--- config.mk ---
export PLATFORM = sky130hd
export DESIGN_NAME = fetch_unit_flat
export DESIGN_NICKNAME = d
export VERILOG_FILES = /design/src/rtl/fetch_unit_if.sv /design/src/rtl/fetch_unit.sv /design/src/flat_wrapper.sv
export SDC_FILE = /design/constraint.sdc
export NUM_CORES = 1
export LEC_CHECK = 0
export ABC_AREA = 1
export CAP_MARGIN = 5
export CORE_ASPECT_RATIO = 0.7
export CORE_MARGIN = 1
export CORE_UTILIZATION = 30
export DETAILED_ROUTE_END_ITERATION = 10
export DONT_BUFFER_PORTS = 1
export GPL_TIMING_DRIVEN = 0
export PLACE_DENSITY_LB_ADDON = 0.08
export SYNTH_ARGS = -nofsm -noshare
export SYNTH_HDL_FRONTEND = slang
export SYNTH_SLANG_ARGS = --single-unit
export TNS_END_PERCENT = 30
--- constraint.sdc ---
create_clock -name clk -period 2.8 [get_ports clk]
set_input_delay 0.56 -clock clk [delete_from_list [all_inputs] [get_ports clk]]
set_output_delay 0.56 -clock clk [all_outputs]
set_load 0.005 [all_outputs]
--- src/rtl/fetch_unit_if.sv ---
// Instruction-memory port of the fetch stage: valid/ready request channel
// plus a response channel.
interface fetch_unit_if;
    logic        imem_req_valid;
    logic        imem_req_ready;
    logic [31:0] imem_addr;
    logic        imem_rsp_valid;
    logic [31:0] imem_rsp_data;

    modport master (
        output imem_req_valid,
        output imem_addr,
        input  imem_req_ready,
        input  imem_rsp_valid,
        input  imem_rsp_data
    );

    modport slave (
        input  imem_req_valid,
        input  imem_addr,
        output imem_req_ready,
        output imem_rsp_valid,
        output imem_rsp_data
    );
endinterface

--- src/rtl/fetch_unit.sv ---
// Fetch stage and IF/ID register: one outstanding imem request and a one-entry response buffer.
// Define FETCH_PERF_EN to add the perf_fetched/perf_killed counters.
module fetch_unit #(
    parameter logic [31:0] RESET_ADDR = 32'h0000_0000,
    parameter logic [31:0] NOP_INSTR  = 32'h0000_0013
) (
    input  logic               clk,
    input  logic               resetn,
    input  logic               StallD,
    input  logic               FlushD,
    input  logic [31:0]        PCTargetE,
    fetch_unit_if.master       imem,
    output logic [31:0]        InstrD,
    output logic [31:0]        PCD,
    output logic [31:0]        PCPlus4D,
    output logic               fetch_busy
`ifdef FETCH_PERF_EN
    ,
    output logic [31:0]        perf_fetched,
    output logic [31:0]        perf_killed
`endif
);

    typedef enum logic {ISSUE = 1'b0, WAIT = 1'b1} state_t;

    state_t      state_reg, state_next;
    logic [31:0] pc_reg, pc_next;
    logic [31:0] pc_inflight_reg, pc_inflight_next;
    logic        kill_reg, kill_next;
    logic        buf_valid_reg, buf_valid_next;
    logic [31:0] buf_instr_reg, buf_instr_next;
    logic [31:0] buf_pc_reg, buf_pc_next;
    logic [31:0] instr_d_reg, instr_d_next;
    logic [31:0] pc_d_reg, pc_d_next;
    logic [31:0] pc_plus4_d_reg, pc_plus4_d_next;

    logic req_valid;
    logic accept;
    logic rsp_in_wait;
    logic deliver;
    logic drop;
    logic bypass;

    // Issue is gated only by the buffer so a fetch-induced halt cannot deadlock.
    assign req_valid   = (state_reg == ISSUE) && !buf_valid_reg;
    assign accept      = req_valid && imem.imem_req_ready;
    assign rsp_in_wait = (state_reg == WAIT) && imem.imem_rsp_valid;
    assign deliver     = rsp_in_wait && !kill_reg && !FlushD;
    assign drop        = rsp_in_wait && (kill_reg || FlushD);
    assign bypass      = deliver && !StallD && !buf_valid_reg;

    assign imem.imem_req_valid = req_valid;
    assign imem.imem_addr      = pc_reg;

    // Must stay independent of StallD: this feeds halt, which feeds StallD.
    assign fetch_busy = !(buf_valid_reg || (rsp_in_wait && !kill_reg)) && !FlushD;

    assign InstrD   = instr_d_reg;
    assign PCD      = pc_d_reg;
    assign PCPlus4D = pc_plus4_d_reg;

    always_comb begin
        state_next       = state_reg;
        pc_next          = pc_reg;
        pc_inflight_next = pc_inflight_reg;
        kill_next        = kill_reg;
        buf_valid_next   = buf_valid_reg;
        buf_instr_next   = buf_instr_reg;
        buf_pc_next      = buf_pc_reg;
        instr_d_next     = instr_d_reg;
        pc_d_next        = pc_d_reg;
        pc_plus4_d_next  = pc_plus4_d_reg;

        case (state_reg)
            ISSUE: begin
                if (accept) begin
                    state_next       = WAIT;
                    pc_next          = pc_reg + 32'd4;
                    pc_inflight_next = pc_reg;
                end
            end
            WAIT: begin
                if (imem.imem_rsp_valid) begin
                    state_next = ISSUE;
                    kill_next  = 1'b0;
                end
            end
            default: state_next = ISSUE;
        endcase

        if (deliver && !bypass) begin
            buf_valid_next = 1'b1;
            buf_instr_next = imem.imem_rsp_data;
            buf_pc_next    = pc_inflight_reg;
        end

        if (!StallD) begin
            if (buf_valid_reg) begin
                instr_d_next    = buf_instr_reg;
                pc_d_next       = buf_pc_reg;
                pc_plus4_d_next = buf_pc_reg + 32'd4;
                buf_valid_next  = 1'b0;
            end else if (bypass) begin
                instr_d_next    = imem.imem_rsp_data;
                pc_d_next       = pc_inflight_reg;
                pc_plus4_d_next = pc_inflight_reg + 32'd4;
            end else begin
                instr_d_next    = NOP_INSTR;
                pc_d_next       = 32'd0;
                pc_plus4_d_next = 32'd0;
            end
        end

        // Redirect wins over stall and over any response landing this cycle.
        if (FlushD) begin
            pc_next         = PCTargetE;
            buf_valid_next  = 1'b0;
            instr_d_next    = NOP_INSTR;
            pc_d_next       = 32'd0;
            pc_plus4_d_next = 32'd0;
            if (((state_reg == WAIT) && !imem.imem_rsp_valid) || accept)
                kill_next = 1'b1;
        end
    end

    always_ff @(posedge clk or negedge resetn) begin
        if (!resetn) begin
            state_reg       <= ISSUE;
            pc_reg          <= RESET_ADDR;
            pc_inflight_reg <= 32'd0;
            kill_reg        <= 1'b0;
            buf_valid_reg   <= 1'b0;
            buf_instr_reg   <= 32'd0;
            buf_pc_reg      <= 32'd0;
            instr_d_reg     <= NOP_INSTR;
            pc_d_reg        <= 32'd0;
            pc_plus4_d_reg  <= 32'd0;
        end else begin
            state_reg       <= state_next;
            pc_reg          <= pc_next;
            pc_inflight_reg <= pc_inflight_next;
            kill_reg        <= kill_next;
            buf_valid_reg   <= buf_valid_next;
            buf_instr_reg   <= buf_instr_next;
            buf_pc_reg      <= buf_pc_next;
            instr_d_reg     <= instr_d_next;
            pc_d_reg        <= pc_d_next;
            pc_plus4_d_reg  <= pc_plus4_d_next;
        end
    end

`ifdef FETCH_PERF_EN
    logic [31:0] perf_fetched_reg;
    logic [31:0] perf_killed_reg;

    always_ff @(posedge clk or negedge resetn) begin
        if (!resetn) begin
            perf_fetched_reg <= 32'd0;
            perf_killed_reg  <= 32'd0;
        end else begin
            if (deliver)
                perf_fetched_reg <= perf_fetched_reg + 32'd1;
            if (drop)
                perf_killed_reg <= perf_killed_reg + 32'd1;
        end
    end

    assign perf_fetched = perf_fetched_reg;
    assign perf_killed  = perf_killed_reg;
`endif

endmodule

--- src/flat_wrapper.sv ---
// flat-port wrapper written by rule: the top's interface ports become plain ports
module fetch_unit_flat 
#(
    parameter logic [31:0] RESET_ADDR = 32'h0000_0000,
    parameter logic [31:0] NOP_INSTR  = 32'h0000_0013
)
  (clk, resetn, StallD, FlushD, PCTargetE, InstrD, PCD, PCPlus4D, fetch_busy, imem_imem_req_valid, imem_imem_addr, imem_imem_req_ready, imem_imem_rsp_valid, imem_imem_rsp_data);
  fetch_unit_if imem_i ();
  input  logic clk;
  input  logic resetn;
  input  logic StallD;
  input  logic FlushD;
  input  logic [31:0] PCTargetE;
  output logic [31:0] InstrD;
  output logic [31:0] PCD;
  output logic [31:0] PCPlus4D;
  output logic fetch_busy;
  output wire logic [$bits(imem_i.imem_req_valid)-1:0] imem_imem_req_valid;
  output wire logic [$bits(imem_i.imem_addr)-1:0] imem_imem_addr;
  input wire logic [$bits(imem_i.imem_req_ready)-1:0] imem_imem_req_ready;
  input wire logic [$bits(imem_i.imem_rsp_valid)-1:0] imem_imem_rsp_valid;
  input wire logic [$bits(imem_i.imem_rsp_data)-1:0] imem_imem_rsp_data;
  assign imem_imem_req_valid = imem_i.imem_req_valid;
  assign imem_imem_addr = imem_i.imem_addr;
  assign imem_i.imem_req_ready = imem_imem_req_ready;
  assign imem_i.imem_rsp_valid = imem_imem_rsp_valid;
  assign imem_i.imem_rsp_data = imem_imem_rsp_data;
  fetch_unit #(.RESET_ADDR(RESET_ADDR), .NOP_INSTR(NOP_INSTR)) u_core (.clk(clk), .resetn(resetn), .StallD(StallD), .FlushD(FlushD), .PCTargetE(PCTargetE), .imem(imem_i), .InstrD(InstrD), .PCD(PCD), .PCPlus4D(PCPlus4D), .fetch_busy(fetch_busy));
endmodule
==> results of run 1 <==
[worst max path at each step]
| stage | endpoint | slack, ns | depth (start not counted) |
|---|---|---|---|
| detailed placement | u_core.PCPlus4D[20] | 0.34 | 5 |
| finish | fetch_busy | 0.12 | 3 |
| global placement | u_core.PCPlus4D[14] | 0.33 | 5 |
| floorplan | fetch_busy | 1.09 | 3 |
| global route | fetch_busy | 0.08 | 3 |
| CTS | fetch_busy | 0.07 | 3 |
[worst max-delay path, stage by stage (launching register included)]
cell and delay [ns]:
dfrtp_1 0.50, buf_2 0.32, buf_1 0.58, nor3_1 0.16
[timing repair]
item,in CTS,in global routing
gates resized for setup,0,0
setup endpoints to repair,0,0
endpoints found under the hold margin,225,225
[synthesized netlist by cell type]
cell type,count
a21oi_1,20
a22o_1,62
a31oi_1,1
buf_1,4
buf_2,18
buf_4,8
buf_6,2
clkbuf_1,39
clkinv_1,1
dfrtp_1,222
dfstp_2,3
ha_1,3
inv_1,158
inv_2,2
mux2_1,3
nand2_1,503
nand2_2,2
nand3_1,100
nand3_2,1
nand3_4,1
nand3b_1,1
nand4_1,13
nor2_1,125
nor2_2,6
nor2_4,7
nor3_1,11
nor3_2,1
nor3b_1,1
o211ai_1,4
o21a_1,1
o21ai_0,158
o21ai_1,17
o21bai_1,3
o221ai_1,4
o22ai_1,24
o31ai_2,1
xor2_1,24
[logic make-up after synthesis]
kind of cell               count (synthesis)  synth area share [%]
and+or+nand+nor                          772                 26.88
AOI/OAI and AO/OA                        295                 15.09
buffers and inverters                    232                 7.944
DFF                                      225                 47.70
xor gates and xnor gates                  24                 1.779
muxes                                      3                0.2860
adders and majority gates                  3                0.3178
[stage by stage]
stage	total power, mW	utilization, %	setup slack [ns]	hold WS, ns
final	10.34	34.85	0.1212	-0.3010
after global routing	10.94	34.85	0.08350	-0.3199
after CTS	10.45	34.85	0.07492	-0.3244
after detailed placement	6.423	32.32	0.3447	0.2719
after global placement	6.393	32.32	0.3276	0.2737
after floorplan	5.735	-	1.089	0.2644
[cell type report]
cell class	count	area [µm²]	area share (%)
inverter	161	604.3	4.494
sequential	225	5634	41.90
clock inverter	12	216.5	1.610
tap	527	659.4	4.903
clock buffer	36	759.5	5.648
buffer	71	334.1	2.484
multi-input combinational	1097	5240	38.97
[metal layers]
| metal | share of wire [%] | GRT usage [%] | up-vias |
|---|---|---|---|
| met2 | 41 | 31.56 | 322 |
| li1 | - | - | 5115 |
| met1 | 50 | 34.56 | 5220 |
| met4 | 1.2 | 3.372 | 0 |
| met3 | 7.7 | 4.820 | 36 |
| met5 | 0 | 0 | - |
[where the power goes]
group	total [mW]	internal, mW	switching [mW]
clock	3.97	2.45	1.52
sequential	4.67	3.92	0.746
combinational	1.70	0.572	1.13
total	10.3	6.94	3.39
==> run_results.csv, run 1 <==
group,metric,value,unit
placement,gp_congestion,0.8816,
floorplanning,initial_core_util,30.61,%
clocking,cts_tree,"done",
floorplanning,die_x,239.2,µm
setup_path,r2r_end,"u_core.buf_pc_reg[23]",
clocking,postCtsSetupRepairBufs,0,
job,max-cap-violations,0,
detailed_routing,first_iter_violations,1017,
detailed_routing,drc_errors,0,
clocking,h-tree-depth,1,
timing,hold_viol,225,
setup_path,end_kind,"output port",
timing,fmax,373.3,MHz
global_routing,grt_pass1_vias,10180,
finish,stdcell_count,2129,
detailed_routing,drt_pass1_iterations,5,
placement,dpl_cell_area,12470,µm²
clocking,clk-insertion-delay-late,0.56,ns
synthesis,postSynthAreaPerCell,7.601,µm²
setup_path,setup.worst_path.start,"u_core.buf_valid_reg",
synthesis,synth_top_cell_by_area,"dfrtp_1",
clocking,clkSinkCount,225,
setup_path,cp_max_fo,10,
timing,fin_setup_tns,0,ns
floorplanning,die_area,40190,µm²
clocking,clk_pin_slew,0.06,ns
setup_path,ff2ff_path_depth,8,
finish,fillCellCount,4167,
synthesis,synthTopCellsByArea,"dfrtp_1 47%, nand2_1 16%, o21ai_0 6.7%",
finish,layout_commonest_cell,"nand2_1",
setup_path,reg2reg_slack,0.67,ns
synthesis,synth_seq_cells,225,
placement,post-place-cells,2081,
finish,diodes,0,
synthesis,syn_inst,1554,
setup_path,r2r_start,"u_core.state_reg",
setup_path,worstSetupPathType,"register to output port",
setup_path,worst_ep_arrival_time,2.12,ns
detailed_routing,postRouteAntennaNets,0,
synthesis,ys_seq_area_share,47.70,%
floorplanning,core,38590,µm²
finish,layout.nets,1656,
detailed_routing,drt_wl_total,44460,µm
outcome,status,"finished with violations",
finish,stdcell_area,13450,µm²
global_routing,grt_overflow,0,
synthesis,syn_area,11810,µm²
global_routing,grt_max_degree,226,
floorplanning,rows,60,
outcome,violations,"hold timing",
hold_path,hold_class,"input port to async pin",
setup_path,worstSetupStartpointType,"register",
timing,setup_violations,0,
finish,mostFrequentLayoutCells,"503 x nand2_1, 222 x dfrtp_1, 158 x inv_1, 158 x o21ai_0, 125 x nor2_1",
power_and_ir_drop,power.leakage,6.153,nW
timing,rsz0062_at_grt,"false",
timing,skew,0.01282,ns
power_and_ir_drop,p_per_area,768.7,nW/µm²
timing,whs,-0.3010,ns
clocking,cts-buffers-inserted,27,
synthesis,synth_cell_type_count,37,
global_routing,grt_usage,22.23,%
detailed_routing,vias,10693,
detailed_routing,wl_per_cell,20.88,µm
setup_path,cp.required,2.24,ns
global_routing,antenna_found_initial,0,
timing,worst_pin_slew,0.8709,ns
clocking,clock_tree.buffer_depth,3,
placement,hpwl,33550,µm
timing,slew_violations,0,
clocking,cts-root-buf,"clkbuf_16",
detailed_routing,viasPerCell,5.023,
timing,slew-limit-headroom,41.94,%
floorplanning,ios,200,
finish,area.growth.synth_to_final,13.84,%
placement,portBuffers,0,
timing,timing.final.crit_share,95.67,%
synthesis,syn-num-nets,1627,
floorplanning,die_y,168.0,µm
synthesis,synth_top_area_share,47.03,%
timing,period_needed,2.679,ns
synthesis,ys_warn_count,0,
finish,drive_above_1_share,5.993,%
power_and_ir_drop,irDropWorstVdd,0.3791,mV
global_routing,grt_pass1_wl,67020,µm
No activity file was read; power rests on OpenSTA's default activity.
==> run 2: changes to the inputs <==
--- a/config.mk
+++ b/config.mk
@@ -13,7 +13,6 @@
 export DETAILED_ROUTE_END_ITERATION = 10
 export DONT_BUFFER_PORTS = 1
 export GPL_TIMING_DRIVEN = 0
-export PLACE_DENSITY_LB_ADDON = 0.08
 export SYNTH_ARGS = -nofsm -noshare
 export SYNTH_HDL_FRONTEND = slang
 export SYNTH_SLANG_ARGS = --single-unit
==> run_results.csv, run 2 (synthesis gave the netlist of run 1 again) <==
group,metric,value,unit
clocking,cts_tree,"done",
detailed_routing,wl_per_cell,19.95,µm
floorplanning,die_x,239.2,µm
placement,pre_cts_ws,0.2109,ns
timing,setup_violations,0,
clocking,cts-root-buf,"clkbuf_16",
finish,diodes,0,
timing,hold_viol,225,
clocking,clk-insertion-delay-late,0.56,ns
floorplanning,core,38590,µm²
clocking,cts_resized,0,
setup_path,end_kind,"output port",
detailed_routing,drt_wl_total,42470,µm
clocking,clkSinkCount,225,
global_routing,grt_usage,21.08,%
timing,skew,0.01736,ns
finish,area.growth.synth_to_final,13.30,%
finish,layout_commonest_cell,"nand2_1",
setup_path,ff2ff_path_depth,6,
setup_path,cp.required,2.24,ns
detailed_routing,postRouteAntennaNets,0,
placement,hpwl,32130,µm
setup_path,r2r_end,"u_core.PCD[7]",
floorplanning,ios,200,
clocking,cts-buffers-inserted,26,
floorplanning,die_y,168.0,µm
placement,gp_congestion,0.9535,
setup_path,cp_max_fo,10,
global_routing,grt_pass1_vias,10293,
timing,period_needed,2.650,ns
setup_path,crit_buf_inv,2,
setup_path,reg2reg_slack,0.63,ns
finish,mostFrequentLayoutCells,"503 x nand2_1, 222 x dfrtp_1, 158 x inv_1, 158 x o21ai_0, 125 x nor2_1",
setup_path,crit_chain,"buf_2, buf_1, nor3_1",
timing,slew-limit-headroom,39.23,%
timing,timing.final.ws_setup,0.1499,ns
job,max-cap-violations,0,
detailed_routing,viasPerCell,5.076,
outcome,violations,"hold timing",
setup_path,worstSetupStartpointType,"register",
timing,fin_setup_tns,0,ns
floorplanning,rows,60,
floorplanning,die_area,40190,µm²
finish,layout.nets,1655,
global_routing,grt_max_degree,226,
detailed_routing,drc_errors,0,
setup_path,critPathTopFamily,"buffers and inverters",
timing,fmax,377.3,MHz
setup_path,critPathSlowestCell,"buf_1",
timing,rsz0062_at_grt,"false",
timing,timing.final.crit_share,94.65,%
setup_path,max_stage_delay,0.60,ns
timing,whs,-0.2672,ns
setup_path,r2r_start,"u_core.state_reg",
hold_path,hold_class,"input port to async pin",
global_routing,grt_overflow,0,
clocking,clock_tree.buffer_depth,3,
detailed_routing,vias,10807,
global_routing,grt_pass1_wl,64200,µm
floorplanning,initial_core_util,30.61,%
detailed_routing,drt_pass1_iterations,5,
clocking,postCtsSetupRepairBufs,0,
power_and_ir_drop,p_per_area,753.1,nW/µm²
outcome,status,"finished with violations",
timing,worst_pin_slew,0.9116,ns
setup_path,worst_ep_arrival_time,2.09,ns
clocking,clk_pin_slew,0.06,ns
power_and_ir_drop,irDropWorstVdd,0.4656,mV
finish,drive_above_1_share,5.680,%
placement,portBuffers,0,
timing,slew_violations,0,
power_and_ir_drop,power.leakage,6.108,nW
global_routing,antenna_found_initial,1,
setup_path,worstSetupPathType,"register to output port",
detailed_routing,first_iter_violations,1216,
clocking,h-tree-depth,1,
[run 2: changes by cell type in the layout (fill, tap and decap cells not counted), sizes merged]
cell / before / now
clkinvlp: 1 / 3
clkinv: 5 / 2
inv: 161 / 160
clkbuf: 75 / 79
bufinv: 6 / 4
[run 2: cell type report]
type / instances / area [µm²]
buffer: 71 / 334.1
sequential: 225 / 5634
multi-input combinational: 1097 / 5240
clock buffer: 40 / 764.5
inverter: 161 / 604.3
fill: 4109 / 25200
clock inverter: 8 / 147.6
tap: 527 / 659.4
[run 2: layer usage]
| metal | global-route usage, % | routed length, µm | vias to the layer above |
|---|---|---|---|
| li1 | - | - | 5115 |
| met1 | 31.83 | 20590 | 5250 |
| met2 | 29.94 | 17220 | 385 |
| met3 | 5.165 | 3750 | 57 |
| met4 | 4.543 | 912 | 0 |
| met5 | 0 | 0 | - |
[run 2: stage by stage]
step	std cells	power, mW	utilization, %	instance area, µm²	hold slack, ns
after detailed placement	2081	6.412	32.32	12470	0.2751
final	2129	10.08	34.69	13380	-0.2672
after CTS	2129	10.16	34.69	13380	-0.3243
after global routing	2129	10.65	34.69	13380	-0.3023
after floorplan	1554	5.735	-	11810	0.2644
after global placement	2081	6.346	32.32	12470	0.2764
[run 2: report_power, final]
part / switching (mW) / internal [mW] / total [mW] / leakage (nW)
registers: 0.752 / 3.92 / 4.68 / 2.94
logic: 1.13 / 0.572 / 1.71 / 2.74
clock network: 1.45 / 2.25 / 3.70 / 0.433
total: 3.34 / 6.74 / 10.1 / 6.11
[run 2: worst max path at each step]
stage	from	to	slack, ns	depth (start not counted)
floorplan	FlushD	fetch_busy	1.09	3
finish	u_core.buf_valid_reg	fetch_busy	0.15	3
global route	u_core.buf_valid_reg	fetch_busy	0.07	3
detailed placement	FlushD	u_core.PCPlus4D[20]	0.21	5
global placement	FlushD	u_core.PCPlus4D[20]	0.17	5
CTS	u_core.buf_valid_reg	fetch_busy	0.17	3
[run 2: worst reg2reg max path, stage by stage (launching register included)]
cell and delay (ns):
dfrtp_1 0.39, nand2_1 0.12, nor2_4 0.28, nand3_4 0.26, clkbuf_1 0.41, o21ai_0 0.46
a22o_1 0.18
==> run 3: changes to the inputs <==
--- a/config.mk
+++ b/config.mk
@@ -8,7 +8,7 @@
 export ABC_AREA = 1
 export CAP_MARGIN = 5
 export CORE_ASPECT_RATIO = 0.7
-export CORE_MARGIN = 1
+export CORE_MARGIN = 8
 export CORE_UTILIZATION = 30
 export DETAILED_ROUTE_END_ITERATION = 10
 export DONT_BUFFER_PORTS = 1
==> run_results.csv, run 3 (synthesis gave the netlist of run 1 again) <==
group,metric,value,unit
global_routing,grt_pass1_vias,10238,
power_and_ir_drop,swShare,32.92,%
clocking,cts-buffers-inserted,26,
timing,whs,-0.2683,ns
timing,slew_violations,0,
placement,post-place-cells,2081,
finish,layout_commonest_cell,"nand2_1",
setup_path,worstSetupStartpointType,"register",
power_and_ir_drop,p_per_area,753.8,nW/µm²
power_and_ir_drop,pwr-share-comb,16.7,%
finish,stdcell_count,2130,
outcome,violations,"hold timing",
floorplanning,ios,200,
power_and_ir_drop,p_int,6.781,mW
clocking,h-tree-depth,1,
finish,area.growth.synth_to_final,13.54,%
detailed_routing,wl_per_cell,20.55,µm
timing,rsz0062_at_grt,"false",
detailed_routing,first_iter_violations,1001,
setup_path,cp.required,2.24,ns
detailed_routing,drt_wl_total,43780,µm
clocking,cts-root-buf,"clkbuf_16",
global_routing,grt_usage,18.64,%
detailed_routing,m1WireLength,20500,µm
clocking,cts_tree,"done",
hold_path,hold_class,"input port to async pin",
setup_path,crit_chain,"buf_2, buf_1, nor3_1",
finish,mostFrequentLayoutCells,"503 x nand2_1, 222 x dfrtp_1, 158 x inv_1, 158 x o21ai_0, 125 x nor2_1",
floorplanning,initial_core_util,30.61,%
timing,worst_pin_slew,0.8366,ns
power_and_ir_drop,seq_power_share,46.3,%
timing,fmax,390.9,MHz
job,max-cap-violations,0,
clocking,clk_pin_slew,0.07,ns
global_routing,antenna_found_initial,0,
clocking,clock_tree.buffer_depth,3,
placement,hpwl,33410,µm
timing,period_needed,2.558,ns
setup_path,max_stage_delay,0.55,ns
clocking,clkSinkCount,225,
finish,final_util,34.76,%
detailed_routing,top_layer,"met4",
finish,drive_above_1_share,6.117,%
power_and_ir_drop,irDropWorstVdd,0.4169,mV
detailed_routing,drt_pass1_iterations,5,
outcome,status,"finished with violations",
setup_path,end_kind,"output port",
timing,timing.final.crit_share,91.37,%
timing,slew-limit-headroom,44.22,%
placement,gp_congestion,0.9565,
timing,setup_violations,0,
floorplanning,die_y,182.0,µm
power_and_ir_drop,power.leakage,6.142,nW
timing,hold_viol,222,
timing,fin_setup_tns,0,ns
power_and_ir_drop,switching_power,3.328,mW
detailed_routing,vias,10814,
setup_path,worstSetupPathType,"register to output port",
setup_path,critPathSlowestCell,"buf_1",
detailed_routing,postRouteAntennaNets,0,
global_routing,grt_pass1_wl,66140,µm
placement,portBuffers,0,
global_routing,grt_overflow,0,
detailed_routing,drc_errors,0,
global_routing,grt_max_degree,226,
floorplanning,rows,60,
floorplanning,core,38590,µm²
detailed_routing,viasPerCell,5.077,
detailed_routing,met2_length,17950,µm
finish,fillCellCount,4098,
floorplanning,die_x,253.2,µm
finish,layout.nets,1655,
floorplanning,die_area,46080,µm²
clocking,clk-insertion-delay-late,0.54,ns
timing,skew,0.01313,ns
setup_path,worst_ep_arrival_time,2.00,ns
setup_path,cp_max_fo,10,
detailed_routing,met3_length,4292,µm
clocking,postCtsSetupRepairBufs,0,
power_and_ir_drop,finalPower,10.11,mW
power_and_ir_drop,p_clk_share,36.9,%
## run 3: path summary, 6_finish.rpt
check                                     startpoint  slack [ns]  depth (start not counted)                         to
max                             u_core.buf_valid_reg        0.24                          3                 fetch_busy
min                                           resetn       -0.27                          0  u_core.pc_inflight_reg[1]
max reg2reg                         u_core.state_reg        0.64                          6              u_core.PCD[7]
min reg2reg                u_core.pc_inflight_reg[1]        0.49                          2  u_core.pc_inflight_reg[1]
max in group asynchronous                     resetn        2.56                          0              u_core.PCD[7]
min in group clk                        PCTargetE[1]        0.15                          2   u_core.imem.imem_addr[1]
## run 3: cell type report
type	count	area [µm²]	area share [%]
Sequential cell	225	5634	42.01
Multi-Input combinational cell	1097	5240	39.07
Clock buffer	35	765.7	5.709
Tap cell	527	659.4	4.917
Inverter	161	604.3	4.506
Buffer	71	334.1	2.491
Clock inverter	13	171.4	1.278
Antenna cell	1	2.502	0.01866
## run 3: repair_timing
item	4_1_cts	5_1_grt
endpoints found under the hold margin	225	225
setup endpoints to repair	0	0
resized for setup	0	0
## run 3: critical path: cells and delay by family, from the launching register on
kind          cells  cell delay (ns)
flops             1             0.45
simple gates      1             0.16
buf+inv           2             0.84
## run 3: per-stage QoR
stage / setup slack, ns / hold WS (ns) / instance area, µm²
after floorplan: 1.089 / 0.2644 / 11810
after global placement: 0.1118 / 0.2787 / 12470
after detailed placement: 0.1396 / 0.2803 / 12470
after CTS: 0.1914 / -0.2990 / 13410
after global routing: 0.1166 / -0.2997 / 13410
final: 0.2417 / -0.2683 / 13410
## run 3: power groups by stage
stage               Sequential, mW  Combinational (mW)  Clock (mW)
floorplan                     4.47                1.27           0
detailed placement            4.72                1.68           0
global route                  4.79                1.97        3.94
global placement              4.70                1.64           0
finish                        4.68                1.69        3.73
CTS                           4.67                1.69        3.80
## run 3: per-layer routing
| layer | GRT usage (%) | vias up |
|---|---|---|
| li1 | - | 5119 |
| met1 | 27.80 | 5197 |
| met2 | 26.35 | 435 |
| met3 | 4.864 | 63 |
| met4 | 4.295 | 0 |
| met5 | 0 | - |
